===== src/rtl/vending_machine_param.sv =====
// vending_machine_param
// Parametrised vending controller with per-item prices, a credit ceiling, an
// inactivity timeout and a counter-driven change dispenser. It returns one
// coin per cycle. All outputs are registered (Moore style).
//
// Optional feature macro: VM_QUARTER_EN
//   defined   -> the quarter input is credited as 25 cents
//   undefined -> every quarter pulse is rejected and it is ignored by the
//                simultaneous-coin rule
//
// Ports
//   clk, rst            rising-edge clock, asynchronous active-high reset
//   item_valid/item_sel item selection strobe and index
//   nickel/dime/quarter one-cycle coin pulses
//   cancel              abort the current transaction
//   vend, vend_item     one-cycle dispense pulse and the dispensed index
//   change_5C/10C       one change coin per asserted cycle
//   coin_reject         a coin was returned with no credit (the cycle after it)
//   busy                high in every state except IDLE
//   credit              current credit in cents
module vending_machine_param #(
  parameter int NUM_ITEMS      = 4,
  parameter int CREDIT_W       = 8,
  parameter logic [NUM_ITEMS*CREDIT_W-1:0] PRICES = {8'd35, 8'd25, 8'd20, 8'd15},
  parameter int MAX_CREDIT     = 100,
  parameter int TIMEOUT_CYCLES = 1000,
  localparam int IDX_W = (NUM_ITEMS > 1) ? $clog2(NUM_ITEMS) : 1
) (
  input  logic                clk,
  input  logic                rst,
  input  logic                item_valid,
  input  logic [IDX_W-1:0]    item_sel,
  input  logic                nickel,
  input  logic                dime,
  input  logic                quarter,
  input  logic                cancel,
  output logic                vend,
  output logic [IDX_W-1:0]    vend_item,
  output logic                change_5C,
  output logic                change_10C,
  output logic                coin_reject,
  output logic                busy,
  output logic [CREDIT_W-1:0] credit
);

  localparam int TMR_W = (TIMEOUT_CYCLES > 1) ? $clog2(TIMEOUT_CYCLES) : 1;
  localparam logic [TMR_W-1:0] TMR_LAST =
    TMR_W'((TIMEOUT_CYCLES > 0) ? TIMEOUT_CYCLES - 1 : 0);
  localparam bit TMR_EN = (TIMEOUT_CYCLES > 0);

  localparam logic [CREDIT_W:0] MAX_C = (CREDIT_W+1)'(MAX_CREDIT);
  localparam logic [CREDIT_W:0] C5    = (CREDIT_W+1)'(5);
  localparam logic [CREDIT_W:0] C10   = (CREDIT_W+1)'(10);
  localparam logic [CREDIT_W:0] C25   = (CREDIT_W+1)'(25);
  localparam logic [IDX_W:0]    N_ITEMS = (IDX_W+1)'(NUM_ITEMS);

  typedef enum logic [1:0] {IDLE, COLLECT, VEND, CHANGE} state_t;

  state_t              state;
  logic [IDX_W-1:0]    idx;
  logic [CREDIT_W-1:0] price;
  logic [CREDIT_W:0]   change;
  logic [TMR_W-1:0]    timer;

  logic [CREDIT_W-1:0] price_sel;
  logic                q_ok, q_bad;
  logic [1:0]          n_coins;
  logic [CREDIT_W:0]   coin_val;
  logic [CREDIT_W:0]   sum;
  logic                in_range, accept, reject, timeout;

`ifdef VM_QUARTER_EN
  assign q_ok  = quarter;
  assign q_bad = 1'b0;
`else
  assign q_ok  = 1'b0;
  assign q_bad = quarter;
`endif

  always_comb begin
    price_sel = '0;
    for (int i = 0; i < NUM_ITEMS; i++)
      if (item_sel == IDX_W'(i)) price_sel = PRICES[i*CREDIT_W +: CREDIT_W];

    in_range = {1'b0, item_sel} < N_ITEMS;
    n_coins  = {1'b0, nickel} + {1'b0, dime} + {1'b0, q_ok};

    coin_val = '0;
    if (nickel)    coin_val = C5;
    else if (dime) coin_val = C10;
    else if (q_ok) coin_val = C25;

    sum = {1'b0, credit} + coin_val;

    // Only a lone coin that keeps credit within the ceiling is taken, and
    // cancel always wins over a coin arriving on the same edge.
    accept  = (state == COLLECT) && !cancel && (n_coins == 2'd1) && (sum <= MAX_C);
    reject  = q_bad | ((n_coins != 2'd0) && !accept);
    timeout = TMR_EN && (state == COLLECT) && (timer == TMR_LAST);
  end

  always_ff @(posedge clk or posedge rst) begin
    if (rst) begin
      state       <= IDLE;
      idx         <= '0;
      price       <= '0;
      change      <= '0;
      timer       <= '0;
      credit      <= '0;
      vend        <= 1'b0;
      vend_item   <= '0;
      change_5C   <= 1'b0;
      change_10C  <= 1'b0;
      coin_reject <= 1'b0;
      busy        <= 1'b0;
    end else begin
      vend        <= 1'b0;
      change_5C   <= 1'b0;
      change_10C  <= 1'b0;
      coin_reject <= reject;

      case (state)
        IDLE: begin
          if (item_valid && in_range) begin
            idx    <= item_sel;
            price  <= price_sel;
            credit <= '0;
            timer  <= '0;
            busy   <= 1'b1;
            state  <= COLLECT;
          end
        end

        COLLECT: begin
          if (cancel || (timeout && !accept)) begin
            change <= {1'b0, credit};
            credit <= '0;
            if (credit == '0) begin
              busy  <= 1'b0;
              state <= IDLE;
            end else begin
              state <= CHANGE;
            end
          end else if (accept) begin
            timer <= '0;
            if (sum >= {1'b0, price}) begin
              // Settle the change amount on the way into VEND so the
              // dispenser can start on the very next edge.
              change    <= sum - {1'b0, price};
              credit    <= '0;
              vend      <= 1'b1;
              vend_item <= idx;
              state     <= VEND;
            end else begin
              credit <= sum[CREDIT_W-1:0];
            end
          end else if (TMR_EN) begin
            timer <= timer + 1'b1;
          end
        end

        // VEND and CHANGE share the dispenser: each edge pays out one coin,
        // and the state lingers for the cycle that coin is visible so busy
        // only drops after the last one.
        VEND, CHANGE: begin
          if (change >= C10) begin
            change_10C <= 1'b1;
            change     <= change - C10;
            state      <= CHANGE;
          end else if (change >= C5) begin
            change_5C <= 1'b1;
            change    <= change - C5;
            state     <= CHANGE;
          end else begin
            change <= '0;   // sub-nickel remainder is discarded
            busy   <= 1'b0;
            state  <= IDLE;
          end
        end

        default: state <= IDLE;
      endcase
    end
  end

endmodule


===== config.mk =====
export PLATFORM = sky130hd
export DESIGN_NAME = vending_machine_param
export DESIGN_NICKNAME = d
export VERILOG_FILES = /design/src/rtl/vending_machine_param.sv
export SDC_FILE = /design/constraint.sdc
export NUM_CORES = 1
export LEC_CHECK = 0
export ABC_CLOCK_PERIOD_IN_PS = 10300
export CORE_MARGIN = 4
export CORE_UTILIZATION = 63
export DETAILED_ROUTE_END_ITERATION = 7
export DONT_BUFFER_PORTS = 1
export PLACE_DENSITY = 0.79
export SYNTH_ARGS = -nofsm -noshare
export SYNTH_HDL_FRONTEND = slang
export SYNTH_SLANG_ARGS = --single-unit

===== constraint.sdc =====
create_clock -name clk -period 10.3 [get_ports clk]
set_clock_uncertainty 0.2 [all_clocks]
set_input_delay 0.515 -clock clk [delete_from_list [all_inputs] [get_ports clk]]
set_output_delay 0.515 -clock clk [all_outputs]
set_load 0.01 [all_outputs]

==> results of run 1 <==
layout make-up:
type | count | area share
multi-input cells | 291 | 0.5910
well taps | 70 | 0.02543
flip-flops and latches | 44 | 0.3197
clock buffers | 6 | 0.02107
inverters | 28 | 0.03051
clock inverters | 2 | 0.01017
repair buffers | 1 | 0.002179
how the worst max path moves through the flow:
| stage | start | endpoint | slack [ns] | depth (start not counted) |
|---|---|---|---|---|
| 2_1_floorplan | nickel | change[6] | 6.11 | 16 |
| 3_3_place_gp | nickel | change[2] | 5.57 | 12 |
| 3_5_place_dp | nickel | change[2] | 5.49 | 12 |
| 4_1_cts | credit[1] | change[2] | 5.77 | 10 |
| 5_1_grt | credit[1] | change[7] | 5.37 | 11 |
| 6_report | credit[1] | change[2] | 5.67 | 10 |
layer usage:
metal  share of wire  GRT usage
met1            0.43     0.3603
met2            0.46     0.4023
met3           0.088    0.05876
met4           0.026    0.08784
met5               0          0
Yosys cell counts (2+ instances only):
cell type and number:
nand4_1 4, dfrtp_1 44, o211ai_1 4, o41ai_1 2, nand2b_1 5, o221ai_1 3, and3_1 6, o31ai_1 2
buf_6 3, a31oi_1 6, a22o_1 8, nor3_1 5, xnor2_1 11, a211oi_1 4, a2111oi_1 2, o22ai_1 2
nand3_1 11, o21bai_1 3, o21a_1 3, xor2_1 4, mux2i_1 3, a41oi_1 2, ha_1 22, a211oi_2 2
o21ai_0 27, buf_2 6, clkbuf_1 10, a221oi_1 2, inv_1 28, a32oi_1 2, nor2b_1 2, mux2_2 7
or3_1 5, and2_1 4, nand2_1 32, nor2_1 29, o311ai_1 2, a21oi_1 21, o21ai_1 2, or4_1 2
nor4_1 6, nor3b_1 2, a21o_1 8, a211o_1 4
where the power goes:
group | internal [mW] | switching (mW)
Clock | 0.0720 | 0.0601
Sequential | 0.228 | 0.0694
Combinational | 0.209 | 0.313
logic make-up (layout without fill, tap and decap cells):
kind of cell	Yosys count	in the layout
compound gates	122	122
buf+inv	47	37
simple gates	119	119
mux	10	10
flops	44	44
xor+xnor	16	16
fa+ha+maj	24	24
state kept, by name (all words and copies together), names as in the netlist:
signal / count
vend: 1
price: 6
state: 2
coin_reject: 1
change_5C: 1
change_10C: 1
change: 9
busy: 1
idx: 2
timer: 10
vend_item: 2
credit: 8
worst register-to-register path, cell delays in order (launching register included):
cell and delay [ns]:
dfrtp_1 0.57, xor2_1 0.24, ha_1 0.23, a21oi_1 0.34, a21o_1 0.21, a21oi_2 0.10, xnor2_1 0.47, a211oi_2 0.17
o21ai_0 0.88, or3b_1 0.67, a221o_1 0.43
metrics by stage:
step / hold WS [ns] / instance area (um^2)
after floorplan: 0.2444 / 3343
after global routing: 0.08126 / 3445
final: 0.02558 / 3445
after global placement: 0.2726 / 3337
after CTS: 0.04598 / 3445
after detailed placement: 0.2790 / 3337
==> results.md, run 1 <==
- Post-route antenna net violation count: 0
- Critical Path RT: 10.29 ns
- Adder and majority gate portion of the synthesized area: 0.09169
- Maximum vdd drop: 0.1698 mV
- Setup violators final: 0
- # diodes: 0
- Die height: 80.85 um
- Synth top area share: 0.3293
- Post-route setup slack: 5.675 ns
- HPWL after DPL: 5809 um
- Maximum clock rate: 0.2162 GHz
- Power Density: 276.1 nW/um^2
- Via Count: 2,956
- Vias per std cell: 6.688
- Reg area: 1101 um^2
- DP Worst Slack: 5.493 ns
- CP max FO: 16
- First drt pass iteration count: 8
- DIE WIDTH: 80.85 um
- Max cap viols: 0
- Mapped Nets: 414
- Main combinational cell family by area after synthesis: compound AO/OA/AOI/OAI gates
- Worst-margin pin slew: 1.124 ns
- Mux cell area share after synthesis: 0.03256
- Largest area contributor in the netlist: dfrtp_1
- Die area: 6536 um^2
- Routability cong.: 1.012
- RSZ-0062 raised after global routing: false
- Core Area: 5140 um^2
- Post-CTS Setup Repair Bufs: 0
- R2R depth: 10
- Setup TNS: 0 ns
- Synth cell types: 64
- Syn avg cell area: 8.752 um^2
- Layout cell share with drive strength beyond 1: 0.07258
- Kind of critical path: flop to flop
- Final core utilization: 0.6702
- Longest Clk Path Bufs: 2
- Number of global-route vias before repair: 2,729
- Final min period: 4.625 ns
- GR Util All Layers: 0.2603
- EDFF count, synth: 0
- Post-route DRC: 0
- CTS tree: done
- Clock latency on the worst-skew pair: 0.30 ns
- Grt ovf: 0
- IO Count: 24
- IO buf count: 0
- Post-CTS sizing: 0
- Instance count of the mapped netlist: 382
- Async S/R FF share, synth: 1.000
- Synth-to-layout area growth: 3.031%
- Layout Cells excl Fill: 442
- Post-Route WL: 7852 um
- Post-Synth Simple-Gate Area: 0.1811
- # hold bufs at CTS: 0
- Post-synthesis xor/xnor area fraction: 0.04416
- Internal reg-to-reg setup slack: 5.67 ns
- Cell chain of the critical path: xor2_1 > ha_1 > a21oi_1 > a21o_1 > a21oi_2 > xnor2_1 > a211oi_2 > o21ai_0 > or3b_1 > a221o_1
- CP peak stage delay: 0.88 ns
- Synth warn: 0
- Worst min path class: input pin to async pin
- CTS root buf: clkbuf_8
- Per-cell routed wire length: 17.76 um
- Compound-Gate Fraction of Synth Area: 0.2594
- First-pass GRT wire length: 13,370 um
- Power after layout: 0.9511 mW
- Setup crit start kind: flop
- Hold Fails Final Rpt: 0
- H-tree lvl count: 2
- Ranking of synthesized cells by area: dfrtp_1, ha_1, o21ai_0
- Num rows: 26
- FF-to-FF End: change[2]
- CTS buffer count: 5
- DR iter-0 viols: 392
- Crit path capture type: flop
- Crit share post-route: 0.4491
- Post-synthesis sequential area ratio: 0.3293
- Cells after DPL: 434
- Clock net sink count: 44
- Largest net degree at the start of global routing: 45
- Flops & latches, synth: 44
- Commonest non-fill, non-tap cell in the layout: dfrtp_1
- Slowest-stage cell, CP: o21ai_0
- Top_reg_cell synth: dfrtp_1
- Initial core utilization: 0.6504
- Data arrival, critical path: 4.61 ns
- Leakage power: 1.477 nW
- Reg clk slew, reported paths: 0.09 ns
- Slew headroom: 0.2446
- Antenna violations before repair: 0
- CP Buf/Inv Count: 0
- Cell family with most CP delay: compound AO/OA/AOI/OAI gates
- Fillers: 449
- Synth Cell Area: 3343 um^2
- Layout Nets: 403
- Max Slew Vio Count: 0
- Multi-input gate area: 2036 um^2
- Most frequent cells in the layout: dfrtp_1, nand2_1, nor2_1
- Status: completed
- FF-to-FF Start: credit[1]
Power figures use the tool's default switching activity.
==> inputs of run 2 (changes only) <==
ABC_CLOCK_PERIOD_IN_PS = 4200   (was 10300)
CORE_UTILIZATION = 58   (was 63)
PLACE_DENSITY = 0.76   (was 0.79)
clock period = 4.2 ns   (was 10.3 ns; I/O delays follow)
==> results.md, run 2 (synthesized netlist as in run 1, its figures left out) <==
- Setup violators final: 0 (unchanged)
- Post-route setup slack: 0.1008 ns (-5.574 ns)
- Number of global-route vias before repair: 2,786 (+2.1%)
- DP Worst Slack: 0.03446 ns (-5.459 ns)
- Design area: 3637 um^2 (+5.6%)
- Maximum vdd drop: 0.3683 mV (+120%)
- Max cap viols: 0 (unchanged)
- Worst min path class: input pin to flop
- Post-Route WL: 8260 um (+5.2%)
- Synth-to-layout area growth: 8.795%
- GR Util All Layers: 0.2373 (-0.02303)
- Die height: 83.92 um (+3.8%)
- Max Slew Vio Count: 0 (unchanged)
- Slew headroom: 0.3749 (+0.1302)
- HPWL after DPL: 5872 um (+1.1%)
- DIE WIDTH: 83.92 um (+3.8%)
- Clock net sink count: 44 (unchanged)
- Post-route DRC: 0 (unchanged)
- Final min period: 4.099 ns (-0.5262 ns)
- Layout cell share with drive strength beyond 1: 0.1224 (+0.04987)
- Initial core utilization: 0.6034 (-0.04701)
- DR iter-0 viols: 388 (-1.0%)
- CTS tree: done
- Post-route antenna net violation count: 0 (unchanged)
- Layout Nets: 423 (+5.0%)
- Hold Fails Final Rpt: 0 (unchanged)
- Power after layout: 2.438 mW (+160%)
- Setup crit start kind: flop
- RSZ-0062 raised after global routing: true
- Per-cell routed wire length: 17.80 um (+0.21%)
- Grt ovf: 0 (unchanged)
- CP max FO: 13 (-3)
- Data arrival, critical path: 4.10 ns (-0.51 ns)
- CTS root buf: clkbuf_8
- Largest register by flop count: timer
- Largest net degree at the start of global routing: 45 (unchanged)
- Power Density: 670.2 nW/um^2 (+140%)
- Internal cell power: 1.314 mW (+160%)
- Commonest non-fill, non-tap cell in the layout: dfrtp_1
- Routability cong.: 0.9710 (-4.1%)
- First drt pass iteration count: 5 (-3)
- H-tree lvl count: 2 (unchanged)
- Die area: 7043 um^2 (+7.8%)
- Clock latency on the worst-skew pair: 0.32 ns (+0.02 ns)
- Most frequent cells in the layout: dfrtp_1, nand2_1, nor2_1
- First-pass GRT wire length: 13,670 um (+2.2%)
- CTS buffer count: 5 (unchanged)
- Num rows: 27 (+3.8%)
- Crit path capture type: flop
- # diodes: 0 (unchanged)
- Antenna violations before repair: 0 (unchanged)
- Switching Fraction: 0.4611 (-0.003814)
- Kind of critical path: flop to flop
- Maximum clock rate: 0.2440 GHz (+13%)
- Vias per std cell: 6.323 (-5.5%)
- Largest regs: timer: 10 flops, change: 9 flops, credit: 8 flops
- Core Area: 5540 um^2 (+7.8%)
- IO Count: 24 (unchanged)
- DP Area: 3437 um^2 (+3.0%)
- Crit share post-route: 0.9760 (+0.5269)
- Reg power frac: 0.291 (-0.022)
- Largest register FFs: 10 (unchanged)
- Via Count: 2,934 (-0.74%)
- Leakage power: 1.580 nW (+7.0%)
- Status: completed
- Critical Path RT: 4.20 ns (-6.09 ns)
- Worst-margin pin slew: 0.9363 ns (-0.1881 ns)
- IO buf count: 0 (unchanged)
- Longest Clk Path Bufs: 2 (unchanged)
- Comb pwr share: 0.566 (+0.018)
- Psw: 1.124 mW (+150%)
- Reg clk slew, reported paths: 0.10 ns (about the same)
- Fillers: 460 (+2.4%)
- Clk pwr share: 0.143 (+0.004)
run 2: area by class of cell:
type	count	area, um^2	share of cell area
multi-input cells	291	2056	0.5652
flip-flops and latches	44	1101	0.3027
repair buffers	21	170.2	0.04678
inverters	28	105.1	0.02890
well taps	72	90.09	0.02477
clock buffers	5	68.82	0.01892
clock inverters	3	46.29	0.01273
run 2: metal layers:
layer	track usage	wire [um]
met5	0	0
met4	0.06871	193
met3	0.05232	665
met2	0.3688	3678
met1	0.3317	3723
run 2: worst paths after layout:
kind | start | endpoint | slack, ns | cells past startpoint
worst min-delay path | item_sel[1] | price[5] | 0.01 | 3
worst max-delay path | credit[0] | change[2] | 0.10 | 12
max in group asynchronous | rst | timer[3] | 2.86 | 2
min in group asynchronous | rst | credit[3] | 0.36 | 2
worst max register to register | credit[0] | change[2] | 0.10 | 12
worst min register to register | timer[7] | timer[7] | 0.30 | 1
run 2: power groups by stage:
stage                     combinational [mW]  sequential [mW]  clock, mW
after floorplan                         1.08            0.660          0
after global placement                  1.29            0.710          0
after detailed placement                1.32            0.714          0
after CTS                               1.33            0.707      0.358
after global routing                    1.53            0.734      0.376
final                                   1.38            0.710      0.349
run 2: worst max-delay path: stages (launching register included):
cell,delay (ns)
dfrtp_1,0.40
ha_1,0.26
mux2_2,0.29
o2bb2ai_1,0.15
a222oi_1,0.44
or3_1,0.22
nand2_1,0.10
ha_1,0.33
inv_1,0.12
o41ai_2,0.51
nor4_4,0.10
or3b_4,0.48
a221o_1,0.37
run 2: stage by stage:
step | instances | setup TNS, ns | util | hold WS, ns
floorplan | 382 | 0 | - | 0.1238
global placement | 449 | 0 | 0.6204 | 0.1333
detailed placement | 449 | 0 | 0.6204 | 0.1496
CTS | 462 | 0 | 0.6502 | 0.002116
global route | 464 | -0.4777 | 0.6565 | 0.03811
finish | 464 | 0 | 0.6565 | 0.01152
run 2: timing repair:
| item | 4_1_cts | 5_1_grt |
|---|---|---|
| endpoints found under the setup margin | 0 | 11 |
| setup buffers | 0 | 2 |
| resized for setup | 0 | 5 |
| hold buffers | 5 | 0 |
| endpoints found under the hold margin | 51 | 0 |
==> inputs of run 3 (changes only) <==
MAX_ROUTING_LAYER = met4   (was default)
==> results.md, run 3 (synthesized netlist as in run 1, its figures left out) <==
- Kind of critical path: flop to flop
- Leakage power: 1.573 nW (-0.43%)
- Setup crit start kind: flop
- HPWL after DPL: 5958 um (+1.5%)
- CTS tree: done
- IO Count: 24 (unchanged)
- Die area: 7043 um^2 (unchanged)
- Initial core utilization: 0.6034 (unchanged)
- Maximum clock rate: 0.2491 GHz (+2.1%)
- Via Count: 2,937 (+0.10%)
- RSZ-0062 raised after global routing: true
- Largest net degree at the start of global routing: 45 (unchanged)
- Power Density: 669.4 nW/um^2 (-0.12%)
- H-tree lvl count: 2 (unchanged)
- Num rows: 27 (unchanged)
- Maximum vdd drop: 0.3998 mV (+8.5%)
- DP Area: 3437 um^2 (unchanged)
- Slew headroom: 0.3784 (+0.003478)
- Grt ovf: 0 (unchanged)
- Core Area: 5540 um^2 (unchanged)
- Most frequent cells in the layout: dfrtp_1, nand2_1, nor2_1
- Max Slew Vio Count: 0 (unchanged)
- Layout cell share with drive strength beyond 1: 0.1176 (-0.004802)
- GR Util All Layers: 0.2411 (+0.003838)
- Number of global-route vias before repair: 2,866 (+2.9%)
- CP max FO: 7 (-6)
- Commonest non-fill, non-tap cell in the layout: dfrtp_1
- Final core utilization: 0.6558 (-0.0006770)
- Post-route DRC: 0 (unchanged)
- Final min period: 4.015 ns (-0.08431 ns)
- Per-cell routed wire length: 17.21 um (-3.3%)
- Worst-margin pin slew: 0.9311 ns (-0.005209 ns)
- Clock latency on the worst-skew pair: 0.30 ns (-0.02 ns)
- Reg clk slew, reported paths: 0.09 ns (about the same)
- Clock net sink count: 44 (unchanged)
- Longest Clk Path Bufs: 2 (unchanged)
- DIE WIDTH: 83.92 um (unchanged)
- Routability cong.: 0.9920 (+2.2%)
- # diodes: 0 (unchanged)
- Data arrival, critical path: 4.00 ns (-0.10 ns)
- Max cap viols: 0 (unchanged)
- Hold Fails Final Rpt: 0 (unchanged)
- CTS buffer count: 5 (unchanged)
- First drt pass iteration count: 4 (-1)
- IO buf count: 0 (unchanged)
- Die height: 83.92 um (unchanged)
- Setup violators final: 0 (unchanged)
- Largest register FFs: 10 (unchanged)
- DR iter-0 viols: 308 (-21%)
- Post-Route WL: 7968 um (-3.5%)
- Fillers: 460 (unchanged)
- Layout Nets: 422 (-0.24%)
- Synth-to-layout area growth: 8.683%
- Largest register by flop count: timer
- Reg area: 1101 um^2 (unchanged)
- Power after layout: 2.432 mW (-0.23%)
- Post-route antenna net violation count: 0 (unchanged)
- Vias per std cell: 6.343 (+0.32%)
- Critical Path RT: 4.18 ns (-0.02 ns)
- Antenna violations before repair: 0 (unchanged)
- Multi-input gate area: 2053 um^2 (-0.12%)
- Status: completed
- Crit share post-route: 0.9559 (-0.02007)
- Setup TNS: 0 ns (unchanged)
- Largest regs: timer: 10 flops, change: 9 flops, credit: 8 flops
- Design area: 3633 um^2 (-0.10%)
- Worst min path class: input pin to flop
- CTS root buf: clkbuf_8
- Crit path capture type: flop
- First-pass GRT wire length: 13,720 um (+0.36%)
run 3: cell count changes in the layout (fill, tap and decap cells not counted), sizes merged:
cell	before	now
clkinv	0	1
clkinvlp	1	0
clkbuf	5	6
buf	16	15
inv	29	28
run 3: layout make-up:
class	instances	area share
clock inverters	2	0.01067
well taps	72	0.02479
repair buffers	20	0.04477
inverters	28	0.02893
clock buffers	6	0.02273
multi-input cells	291	0.5651
flip-flops and latches	44	0.3030
run 3: critical path: stages (launching register included):
cell and delay [ns]:
dfrtp_1 0.40, ha_1 0.26, mux2_2 0.28, o2bb2ai_1 0.13, a222oi_1 0.46, or3_1 0.23, nand2_1 0.10, ha_1 0.35
inv_2 0.14, nor2_1 0.08, a221oi_1 0.32, xnor2_1 0.11, nor4_1 0.25, xnor2_1 0.18, a211oi_1 0.10, a211o_1 0.29
run 3: repair_timing:
action | CTS | global route
setup buffers | 0 | 1
endpoints found under the setup margin | 0 | 10
hold buffers | 5 | 0
resized for setup | 0 | 5
hold endpoints to repair | 51 | 0
run 3: path summary, 6_finish.rpt:
| check | startpoint | cells after the start | slack, ns | to |
|---|---|---|---|---|
| hold / removal | item_valid | 2 | 0.05 | price[0] |
| max in group asynchronous | rst | 2 | 2.84 | state[1] |
| setup / recovery | credit[0] | 15 | 0.19 | change[6] |
| setup reg to reg | credit[0] | 15 | 0.19 | change[6] |
| min in group asynchronous | rst | 2 | 0.38 | timer[5] |
| hold reg to reg | timer[7] | 1 | 0.30 | timer[7] |
run 3: metrics by stage:
step / cells / hold slack [ns] / setup slack, ns
6_report: 463 / 0.04663 / 0.1852
4_1_cts: 462 / 0.03323 / 0.01915
5_1_grt: 463 / 0.06706 / -0.0002753
3_5_place_dp: 449 / 0.1393 / 0.01175
3_3_place_gp: 449 / 0.1340 / 0.1542
2_1_floorplan: 382 / 0.1238 / 0.2417
run 3: report_power, final:
| part | leakage, nW | internal, mW | switching [mW] | total [mW] |
|---|---|---|---|---|
| Sequential | 0.573 | 0.560 | 0.148 | 0.708 |
| Clock | 0.0614 | 0.195 | 0.153 | 0.347 |
| Combinational | 0.939 | 0.574 | 0.803 | 1.38 |
| Total | 1.57 | 1.33 | 1.10 | 2.43 |
run 3: routing by layer:
layer,GRT usage,wire (um),vias up
met5,-,0,-
met4,0.06579,159,0
met3,0.04344,519,12
met2,0.3717,3582,108
met1,0.3281,3706,1396
li1,-,-,1421
